<file path="config.mk">
export PLATFORM = sky130hd
export DESIGN_NAME = split_bus_arbiter
export DESIGN_NICKNAME = d
export VERILOG_FILES = /design/src/rtl/split_bus_pkg.sv /design/src/rtl/split_bus_arbiter_hold_timer.sv /design/src/rtl/split_bus_arbiter.sv
export SDC_FILE = /design/constraint.sdc
export NUM_CORES = 1
export LEC_CHECK = 0
export CORE_MARGIN = 3
export CORE_UTILIZATION = 54
export CTS_CLUSTER_SIZE = 28
export DETAILED_ROUTE_END_ITERATION = 6
export DONT_BUFFER_PORTS = 1
export PLACE_DENSITY = 0.72
export SETUP_SLACK_MARGIN = 0.1
export SLEW_MARGIN = 20
export SYNTH_ARGS = -nofsm -noshare
export SYNTH_HDL_FRONTEND = slang
export SYNTH_SLANG_ARGS = --single-unit
</file>
<file path="constraint.sdc">
create_clock -name clk -period 1.9 [get_ports clk]
set_input_delay 0.285 -clock clk [delete_from_list [all_inputs] [get_ports clk]]
set_output_delay 0.285 -clock clk [all_outputs]
set_load 0.05 [all_outputs]
</file>
<file path="src/rtl/split_bus_pkg.sv">
// Shared types and constants for the split-transaction bus arbiter.
package split_bus_pkg;

   localparam int NUM_INITIATORS = 2;

   typedef enum logic [1:0] {
      IDLE    = 2'd0,
      GRANTED = 2'd1,
      RESUME  = 2'd2
   } arb_state_t;

   function automatic logic [NUM_INITIATORS-1:0] owner_onehot(input logic idx);
      logic [NUM_INITIATORS-1:0] v;
      v      = '0;
      v[idx] = 1'b1;
      return v;
   endfunction

endpackage

</file>
<file path="src/rtl/split_bus_arbiter_hold_timer.sv">
// Per-transaction hold timer: counts cycles while enabled and flags the last
// permitted cycle. TIMEOUT of zero disables expiry.
module hold_timer #(
   parameter int TIMEOUT = 256
) (
   input  logic clk,
   input  logic rst,
   input  logic i_clear,
   input  logic i_enable,
   output logic o_expire
);

   localparam int W = (TIMEOUT > 0) ? $clog2(TIMEOUT + 1) : 1;

   logic [W-1:0] r_cnt;
   logic         w_at_limit;

   assign w_at_limit = (TIMEOUT > 0) && (r_cnt == W'(TIMEOUT - 1));
   assign o_expire   = i_enable && w_at_limit;

   // NOTE: sequential state uses non-blocking assignments so every flop samples pre-edge values.
   always_ff @(posedge clk) begin
      if (rst) begin
         r_cnt <= '0;
      end else if (i_clear) begin
         r_cnt <= '0;
      end else if (i_enable && !w_at_limit && (r_cnt != W'(TIMEOUT))) begin
         r_cnt <= r_cnt + 1'b1;
      end
   end

endmodule

</file>
<file path="src/rtl/split_bus_arbiter.sv">
// Two-initiator bus arbiter with split-transaction support: releases the bus on
// split_start and re-grants the suspended initiator together with the target.
module split_bus_arbiter
   import split_bus_pkg::*;
#(
   parameter int TIMEOUT     = 256,
   parameter bit ROUND_ROBIN = 1'b1
) (
   input  logic                      clk,
   input  logic                      rst,
   input  logic [NUM_INITIATORS-1:0] req,
   input  logic                      txn_done,
   input  logic                      split_start,
   input  logic                      split_req,
   output logic [NUM_INITIATORS-1:0] grant,
   output logic                      split_grant,
   output logic                      bus_owner,
   output logic                      split_pending,
   output logic                      split_owner,
   output logic                      timeout_err
);

   arb_state_t                r_state;
   logic [NUM_INITIATORS-1:0] r_grant;
   logic                      r_split_grant;
   logic                      r_bus_owner;
   logic                      r_split_pending;
   logic                      r_split_owner;
   logic                      r_timeout_err;
   logic                      r_rr_ptr;

   logic [NUM_INITIATORS-1:0] w_block;
   logic [NUM_INITIATORS-1:0] w_elig;
   logic                      w_pick;
   logic                      w_expire;

   // The suspended initiator may not take the bus until its split resumes.
   // NOTE: every always_comb output gets a default first so no latch is inferred.
   always_comb begin
      w_block = '0;
      if (r_split_pending) w_block[r_split_owner] = 1'b1;
      w_elig = req & ~w_block;
      if (w_elig == 2'b11) w_pick = ROUND_ROBIN ? r_rr_ptr : 1'b0;
      else                 w_pick = w_elig[1];
   end

   hold_timer #(.TIMEOUT(TIMEOUT)) u_hold_timer (
      .clk      (clk),
      .rst      (rst),
      .i_clear  (r_state == IDLE),
      .i_enable (r_state != IDLE),
      .o_expire (w_expire)
   );

   always_ff @(posedge clk) begin
      if (rst) begin
         r_state         <= IDLE;
         r_grant         <= '0;
         r_split_grant   <= 1'b0;
         r_bus_owner     <= 1'b0;
         r_split_pending <= 1'b0;
         r_split_owner   <= 1'b0;
         r_timeout_err   <= 1'b0;
         r_rr_ptr        <= 1'b0;
      end else begin
         r_timeout_err <= 1'b0;
         unique case (r_state)
            IDLE: begin
               if (r_split_pending && split_req) begin
                  r_state       <= RESUME;
                  r_grant       <= owner_onehot(r_split_owner);
                  r_split_grant <= 1'b1;
                  r_bus_owner   <= r_split_owner;
               end else if (|w_elig) begin
                  r_state     <= GRANTED;
                  r_grant     <= owner_onehot(w_pick);
                  r_bus_owner <= w_pick;
               end
            end
            GRANTED: begin
               // split_start takes precedence over a coincident txn_done.
               if (split_start) begin
                  r_state         <= IDLE;
                  r_grant         <= '0;
                  r_split_pending <= 1'b1;
                  r_split_owner   <= r_bus_owner;
               end else if (txn_done || w_expire) begin
                  r_state       <= IDLE;
                  r_grant       <= '0;
                  r_rr_ptr      <= ~r_bus_owner;
                  r_timeout_err <= !txn_done;
               end
            end
            RESUME: begin
               if (txn_done || w_expire) begin
                  r_state         <= IDLE;
                  r_grant         <= '0;
                  r_split_grant   <= 1'b0;
                  r_split_pending <= 1'b0;
                  r_timeout_err   <= !txn_done;
               end
            end
            default: begin
               r_state       <= IDLE;
               r_grant       <= '0;
               r_split_grant <= 1'b0;
            end
         endcase
      end
   end

   assign grant         = r_grant;
   assign split_grant   = r_split_grant;
   assign bus_owner     = r_bus_owner;
   assign split_pending = r_split_pending;
   assign split_owner   = r_split_owner;
   assign timeout_err   = r_timeout_err;

endmodule

</file>
* Yosys cells after proc, flatten, opt, wreduce, memory -nomap -nowiden *
Index checks and enable logic that the tools add are counted.

word-level totals
  flip-flop bits (word level) = 19
  bits of input ports = 7
  output and inout bits = 7
  word-level logic and storage cells = 74

operators by class
  add/sub/neg operators = 1
  $lt $le $gt $ge = 4
  equal/unequal tests = 9
  muxes and demuxes = 26
  bitwise gates (word level) = 5
  reductions and logical operators = 20

operator list
  operator               number
  $mux W2                9
  $pmux W2 S3            2
  $mux W1                10
  $add A9 B1 Y9 const B  1
  $eq A9 B8 Y1 const B   1
  $ne A9 B9 Y1 const B   1
  $reduce_and A3 Y1      3
  $logic_and A1 B1 Y1    6
  $ne A2 B2 Y1 const B   3
  $reduce_bool A2 Y1     3
  $eq A2 B2 Y1 const B   2
  $lt A1 B2 Y1 const B   2
  $pmux W1 S2            2
  $reduce_and A2 Y1      2
  $reduce_or A2 Y1       2
  $ne A3 B3 Y1 const B   1
  $not A1 Y1             3
  $pmux W1 S3            1
  $and A2 B2 Y2          1
  $demux W1 S1           2
  $eq A2 B1 Y1 const B   1
  $ge A1 B1 Y1 const B   2
  $logic_not A1 Y1       2
  $logic_not A2 Y1       1
  2 further kinds        2

* Logic depth before layout (Yosys ltp) *
Gate-level depths: netlist of the first run.

  depth in word-level cells = 16
  mapped depth = 8

* Modules after synthesis *
A second synthesis of the first run with hierarchy kept.

second synthesis, totals
  cells, all modules = 122
  area, all modules = 1049.8 µm²

by module, submodules not included
  module             instances  cells an instance  area each (µm²)
  split_bus_arbiter  1          62                 550.5
  hold_timer         1          60                 499.2

* Worst setup path before layout of the first run *
OpenSTA, ideal clock, no wires.

  path type = reg-to-reg
  start = register u_hold_timer.r_cnt[0]
  end = register u_hold_timer.r_cnt[2]
  data arrival time = 1991 ps
  slack = -207 ps
  cell stages (with the launch flop) = 9
  buffers on the path = 0
  period minus slack after synthesis = 2107 ps
  cells stage by stage = dfxtp_1 > ha_1 > and3_1 > and3_1 > ha_1 > nor2_1 > a21boi_1 > a211oi_1 > a31o_2

on the way
  longest elaborated chain between the ends = 4

RTL lines
  what                                                   RTL line                            text
  from (decl)                                            split_bus_arbiter_hold_timer.sv:15  logic [W-1:0] r_cnt;
  from (signal assigned)                                 split_bus_arbiter_hold_timer.sv:28  r_cnt <= r_cnt + 1'b1;
  branches (longest 4 deep; another with $add A9 B1 Y9)  n/a

Parallel ways; which one is timed is not known.
A chain may end at the register's enable or synchronous reset.

* Final worst setup path of the first run *
  start = register u_hold_timer.r_cnt[1]
  end = register u_hold_timer.r_cnt[2]

The elaborated chain is that of the path after synthesis.

==> results of run 1 <==
-- registers in the layout, indices dropped and copies added, names as in the netlist --
signal              cells
u_hold_timer.r_cnt      9
grant                   2
r_state                 2
bus_owner               1
r_rr_ptr                1
split_grant             1
split_owner             1
split_pending           1
timeout_err             1
-- cells in the final DEF, fill, tap and decap left out, types with 2 or more instances in the layout --
cell type,instances
dfxtp_1,16
buf_4,16
inv_1,13
nor2_1,10
a21oi_1,7
nand2_1,5
xor2_1,5
nand4_1,4
ha_1,4
mux2i_1,3
ha_4,3
clkbuf_4,3
dfxtp_2,3
and3_4,2
a31oi_1,2
o32ai_2,2
o21ai_0,2
a32o_1,2
a211oi_1,2
-- stage by stage --
stage	instance area [um2]	utilization	std cells	hold slack [ps]
final	1311	0.8049	155	40.29
after global routing	1311	0.8049	155	17.58
after CTS	1207	0.7412	149	34.89
after detailed placement	1124	0.6897	145	356.8
after global placement	1124	0.6897	145	356.6
after floorplan	1037	-	115	360.5
-- area by class of cell --
cell class                      count  area (um2)  area share
Timing Repair Buffer               16       120.1     0.09160
Sequential cell                    19       384.1      0.2929
Inverter                           13       48.80     0.03721
Tap cell                           24       30.03     0.02290
Clock buffer                        4       26.28     0.02004
Multi-Input combinational cell     79       701.9      0.5353
-- worst max-delay path: stages, from the launching register on --
cell and delay [ps]:
dfxtp_2 350, ha_4 160, and3_4 170, and3_4 180
ha_4 180, buf_4 150, nor2_4 80, a21boi_4 270
a211oi_2 100, a31o_2 230
-- metal layers --
metal,GRT usage,vias to the layer above,wire length [um]
met1,0.2495,448,1169
met2,0.3077,30,1245
met4,0.06161,0,65
met3,0.07339,8,163
met5,0,-,0
li1,-,443,-
-- logic make-up after synthesis --
family | count (synthesis) | share of synthesized area
DFF | 19 | 0.3805
xor gates and xnor gates | 6 | 0.05257
and+or+nand+nor | 37 | 0.1965
adders and majority gates | 7 | 0.08761
buffers and inverters | 17 | 0.06759
AOI/OAI and AO/OA | 26 | 0.1852
muxes | 3 | 0.03004
-- repair_timing --
action | 4_1_cts | 5_1_grt
pin swaps | 3 | 14
buffers inserted | 0 | 6
gates resized for setup | 10 | 10
endpoints found under the setup margin | 9 | 11
-- power groups by stage --
stage | clock network [mW] | registers (mW) | logic [mW]
finish | 0.201 | 0.500 | 0.323
global route | 0.226 | 0.505 | 0.348
CTS | 0.206 | 0.498 | 0.283
detailed placement | 0 | 0.508 | 0.252
global placement | 0 | 0.507 | 0.250
floorplan | 0 | 0.517 | 0.184
-- worst max path at each step --
stage | start | to | slack [ps] | depth (start not counted)
finish | u_hold_timer.r_cnt[1]$_SDFFE_PP0P_ | u_hold_timer.r_cnt[2]$_SDFFE_PP0P_ | -60 | 9
CTS | u_hold_timer.r_cnt[1]$_SDFFE_PP0P_ | r_state[1]$_SDFFE_PP0P_ | 60 | 8
global placement | u_hold_timer.r_cnt[1]$_SDFFE_PP0P_ | r_state[1]$_SDFFE_PP0P_ | 30 | 8
detailed placement | u_hold_timer.r_cnt[1]$_SDFFE_PP0P_ | r_state[1]$_SDFFE_PP0P_ | -20 | 8
floorplan | u_hold_timer.r_cnt[0]$_SDFFE_PP0P_ | u_hold_timer.r_cnt[2]$_SDFFE_PP0P_ | 80 | 8
global route | u_hold_timer.r_cnt[1]$_SDFFE_PP0P_ | split_grant$_SDFFE_PP0P_ | -140 | 9
==> results.py, run 1 <==
metrics = {
    "worst_setup_path": {
        "crit_fanout": 5,
        "end_kind": "register",
        "critPathRequiredTime_ps": 2100,
        "path_class": "register to register",
        "rr_endpoint": "u_hold_timer.r_cnt[2]$_SDFFE_PP0P_",
        "critPathArrivalTime_ps": 2160,
        "r2r_start": "u_hold_timer.r_cnt[1]$_SDFFE_PP0P_",
        "rr_worst_depth": 9,
        "reg2reg_slack_ps": -60,
        "startpoint_type": "register",
    },
    "die": {
        "dieWidth_um": 49.03,
        "start_util": 0.6137,
        "die_h_um": 49.03,
        "rows": 14,
        "pin_count": 14,
        "die_area_um2": 2403,
        "core_area_um2": 1629,
    },
    "global_routing": {
        "grt_pass1_vias": 820,
        "grt_pass1_wl_mm": 3.698,
        "track_usage": 0.1968,
        "grt_max_degree": 11,
        "antenna_found_initial": 0,
        "gr-total-overflow": 0,
    },
    "yosys": {
        "ys_seq_elements": 19,
        "synthFlopType": "dfxtp_1",
        "syn_nets": 129,
        "synth.area.top_cells": "dfxtp_1, ha_1, inv_1",
        "ys_async_sr_fraction": 0,
        "yosys_warnings": 0,
        "synth-seq-area-share": 0.3805,
        "synthTopCellsByCount": "dfxtp_1, inv_1, nor2_1",
        "yosysTopAreaCellShare": 0.3805,
        "synth_top_area_cell": "dfxtp_1",
        "syn-cell-area_um2": 999.7,
        "synth_cell_types": 34,
        "syn_avg_cell_area_um2": 8.693,
        "synth.most_common_cell": "dfxtp_1",
        "synth_edf_count": 0,
        "syn_inst": 115,
    },
    "timing": {
        "relSlewSlack": 0.6101,
        "layout_setup_ws_ps": -59.13,
        "tns_ps": -200.2,
        "fin_crit_ps": 1959,
        "fmax_mhz": 510.4,
        "fin_crit_sh": 1.031,
        "hold_viol_final": 0,
        "rsz0062_at_grt": "true",
        "finalSetupViolCount": 6,
        "finalClockSkew_ps": 4.304,
        "drv_slew": 0,
        "worst_pin_slew_ps": 584.0,
    },
    "status": {
        "outcome": "finished with violations",
        "violations": "negative setup slack",
    },
    "drt": {
        "detail-route-antenna-nets": 0,
        "vias": 929,
        "drt_iter0_drc": 22,
        "drc_errors": 0,
        "routedWlPerCell_um": 17.06,
        "first_pass_iters": 4,
        "vias_per_cell": 5.994,
        "drt-total-wl_mm": 2.645,
    },
    "clock_network": {
        "cts_tree": "built",
        "cts_buffers": 3,
        "path_clk_slew_ps": 100,
        "clock-sinks": 19,
        "insertion_delay_ps": 300,
        "holdBufCountCts": 0,
        "ctsLongestPathBuffers": 2,
        "htree_levels": 1,
        "cts_root_buf": "clkbuf_4",
    },
    "hold_path": {
        "hold_depth": 1,
        "worstHoldStart": "txn_done",
        "holdPathEnd": "timeout_err$_SDFF_PP0_",
        "hp-class": "primary input to register",
    },
    "final_layout": {
        "antennaDiodeCount": 0,
        "fillCellCount": 99,
        "layout.nets": 146,
        "syn_to_final_growth_pct": 31.16,
        "layout-drive-gt1-share": 0.3206,
    },
    "power_and_ir_drop": {
        "swShare": 0.3606,
        "p_per_area_nw_per_um2": 781.1,
        "p_switching_uw": 369.3,
        "p_clk_frac": 0.196,
        "total_power_mw": 1.024,
        "p_seq_frac": 0.489,
        "combPwrFrac": 0.315,
        "p_int_uw": 654.9,
        "vdd_drop_max_mv": 0.5603,
        "leakagePower_nw": 0.4871,
    },
    "placed_design": {
        "gp_congestion": 0.8317,
        "hpwl_mm": 1.572,
        "io_buffers": 0,
        "preCtsSetupSlack_ps": -16.29,
    },
    "run": {
        "cap_violations": 0,
    },
}
No activity file was read; power rests on OpenSTA's default activity.
==> run 2: changes to the inputs <==
--- a/config.mk
+++ b/config.mk
@@ -11,6 +11,7 @@
 export DETAILED_ROUTE_END_ITERATION = 6
 export DONT_BUFFER_PORTS = 1
 export PLACE_DENSITY = 0.72
+export REMOVE_ABC_BUFFERS = 1
 export SETUP_SLACK_MARGIN = 0.1
 export SLEW_MARGIN = 20
 export SYNTH_ARGS = -nofsm -noshare
==> run 2 against run 1 <==
  * The flow now finishes without violations
  * Largest cell class unchanged
  * Flip-flop and latch count is the same
  * Register-to-register slack gained 80 ps
  * Maximum frequency grew 4.2%
  * Non-clock buffer count shrank 1
  * Global-route usage grew 0.67 points
  * Routed wire length shrank 4.3%
  * Count of clock-buffer cells in the layout is the same
  * Via count grew 2.0%
  * Clock power grew 4%
==> results.py, run 2 (synthesized netlist as in run 1, its figures left out) <==
metrics = {
    "final_layout": {
        "final_common_cell": "dfxtp_1",
        "layout_common_cells": "dfxtp_1, buf_4, inv_1",
        "syn_to_final_growth_pct": 25.91,
        "fillCellCount": 126,
        "largest_register_ff_count": 9,
        "top_register": "u_hold_timer.r_cnt",
        "layout-drive-gt1-share": 0.2769,
        "antennaDiodeCount": 0,
        "layout.nets": 145,
    },
    "worst_setup_path": {
        "crit_slowest_cell": "or3_1",
        "startpoint_type": "register",
        "crit_family": "compound AO/OA/AOI/OAI gates",
        "critPathRequiredTime_ps": 2120,
        "cp_cell_sequence": "inv_1 > ha_1 > inv_1 > a311o_1 > or3_1 > o32ai_2",
        "path_class": "register to register",
        "critical_path.most_common_cell": "inv_1",
        "path_buf_inv": 2,
        "end_kind": "register",
        "crit_fanout": 6,
        "slowest_delay_ps": 380,
        "critPathArrivalTime_ps": 2100,
    },
    "die": {
        "die_area_um2": 2403,
        "rows": 14,
        "pin_count": 14,
        "start_util": 0.6137,
        "die_h_um": 49.03,
        "core_area_um2": 1629,
        "dieWidth_um": 49.03,
    },
    "drt": {
        "wl_met1_mm": 1.133,
        "top_layer_used": "met4",
        "met3_length_um": 190,
        "drc_errors": 0,
        "first_pass_iters": 4,
        "routedWlPerCell_um": 16.44,
        "vias_per_cell": 6.156,
        "wl_met2_mm": 1.165,
        "vias": 948,
        "detail-route-antenna-nets": 0,
        "drt_iter0_drc": 41,
        "drt-total-wl_mm": 2.531,
    },
    "timing": {
        "fin_crit_ps": 1880,
        "rsz0062_at_grt": "true",
        "hold_ws_ps": 33.57,
        "drv_slew": 0,
        "worst_pin_slew_ps": 591.6,
        "finalSetupViolCount": 0,
        "fmax_mhz": 532.0,
        "relSlewSlack": 0.6051,
        "fin_crit_sh": 0.9893,
        "hold_viol_final": 0,
        "finalClockSkew_ps": 7.043,
        "tns_ps": 0,
    },
    "status": {
        "outcome": "complete, no violations",
    },
    "clock_network": {
        "cts_buffers": 3,
        "cts_root_buf": "clkbuf_4",
        "cts_tree": "built",
        "insertion_delay_ps": 300,
        "clock-sinks": 19,
        "ctsLongestPathBuffers": 2,
        "htree_levels": 1,
        "path_clk_slew_ps": 110,
        "holdBufCountCts": 0,
    },
    "global_routing": {
        "gr-total-overflow": 0,
        "antenna_found_initial": 0,
        "track_usage": 0.2035,
        "grt_pass1_wl_mm": 3.808,
        "grt_pass1_vias": 839,
        "grt_max_degree": 12,
    },
    "power_and_ir_drop": {
        "vdd_drop_max_mv": 0.5434,
        "total_power_mw": 1.009,
        "p_per_area_nw_per_um2": 801.7,
        "leakagePower_nw": 0.4805,
    },
    "placed_design": {
        "io_buffers": 0,
        "hpwl_mm": 1.665,
        "gp_congestion": 0.8245,
    },
    "hold_path": {
        "hp-class": "primary input to register",
    },
    "run": {
        "cap_violations": 0,
    },
}
==> run 2: cell types whose count changed in the layout (fill, tap and decap cells not counted), sizes merged <==
cell,change
buf,-1
==> run 2: per-layer routing <==
metal | global-route usage | up-vias
li1 | - | 439
met1 | 0.2668 | 455
met2 | 0.3190 | 45
met3 | 0.06116 | 9
met4 | 0.06161 | 0
met5 | 0 | -
==> run 2: where the power goes <==
part	leakage [nW]	switching, mW	total [mW]	internal, mW
clock	0.0150	0.128	0.210	0.0820
combinational	0.310	0.171	0.298	0.127
sequential	0.155	0.0733	0.501	0.428
total	0.481	0.372	1.01	0.637
==> run 2: final cells by class <==
cell class / count / area (um2) / area share
Sequential cell: 19 / 382.9 / 0.3042
Timing Repair Buffer: 15 / 112.6 / 0.08946
Tap cell: 24 / 30.03 / 0.02386
Multi-Input combinational cell: 79 / 658.1 / 0.5229
Inverter: 13 / 48.80 / 0.03877
Clock buffer: 4 / 26.28 / 0.02087
==> run 2: through the flow <==
stage,setup slack [ps],instance area (um2),util,instances
after floorplan,-207.2,980.9,-,111
after global placement,-40.48,1101,0.6759,147
after CTS,-46.79,1191,0.7312,154
after detailed placement,-99.91,1101,0.6759,147
after global routing,-84.06,1259,0.7727,154
final,20.39,1259,0.7727,154
==> run 2: worst reg2reg max path, cell delays in order, from the launching register on <==
cell and delay, ps:
dfxtp_1 340, inv_1 120, ha_1 290, inv_1 170
a311o_1 370, or3_1 380, o32ai_2 120
==> run 2: worst paths after layout <==
kind,from,end,slack [ps],depth (start not counted)
hold reg to reg,u_hold_timer.r_cnt[8]$_SDFFE_PP0P_,u_hold_timer.r_cnt[8]$_SDFFE_PP0P_,550,2
setup / recovery,r_state[1]$_SDFFE_PP0P_,r_state[1]$_SDFFE_PP0P_,20,6
setup reg to reg,r_state[1]$_SDFFE_PP0P_,r_state[1]$_SDFFE_PP0P_,20,6
hold / removal,rst,r_rr_ptr$_SDFFE_PP0P_,30,1
==> run 2: what timing repair did <==
action / in CTS / in global routing
pin swaps: 10 / 4
resized for setup: 10 / 9
hold endpoints to repair: 0 / 0
endpoints found under the setup margin: 12 / 15
cloned: 0 / 0
setup buffers: 3 / 0
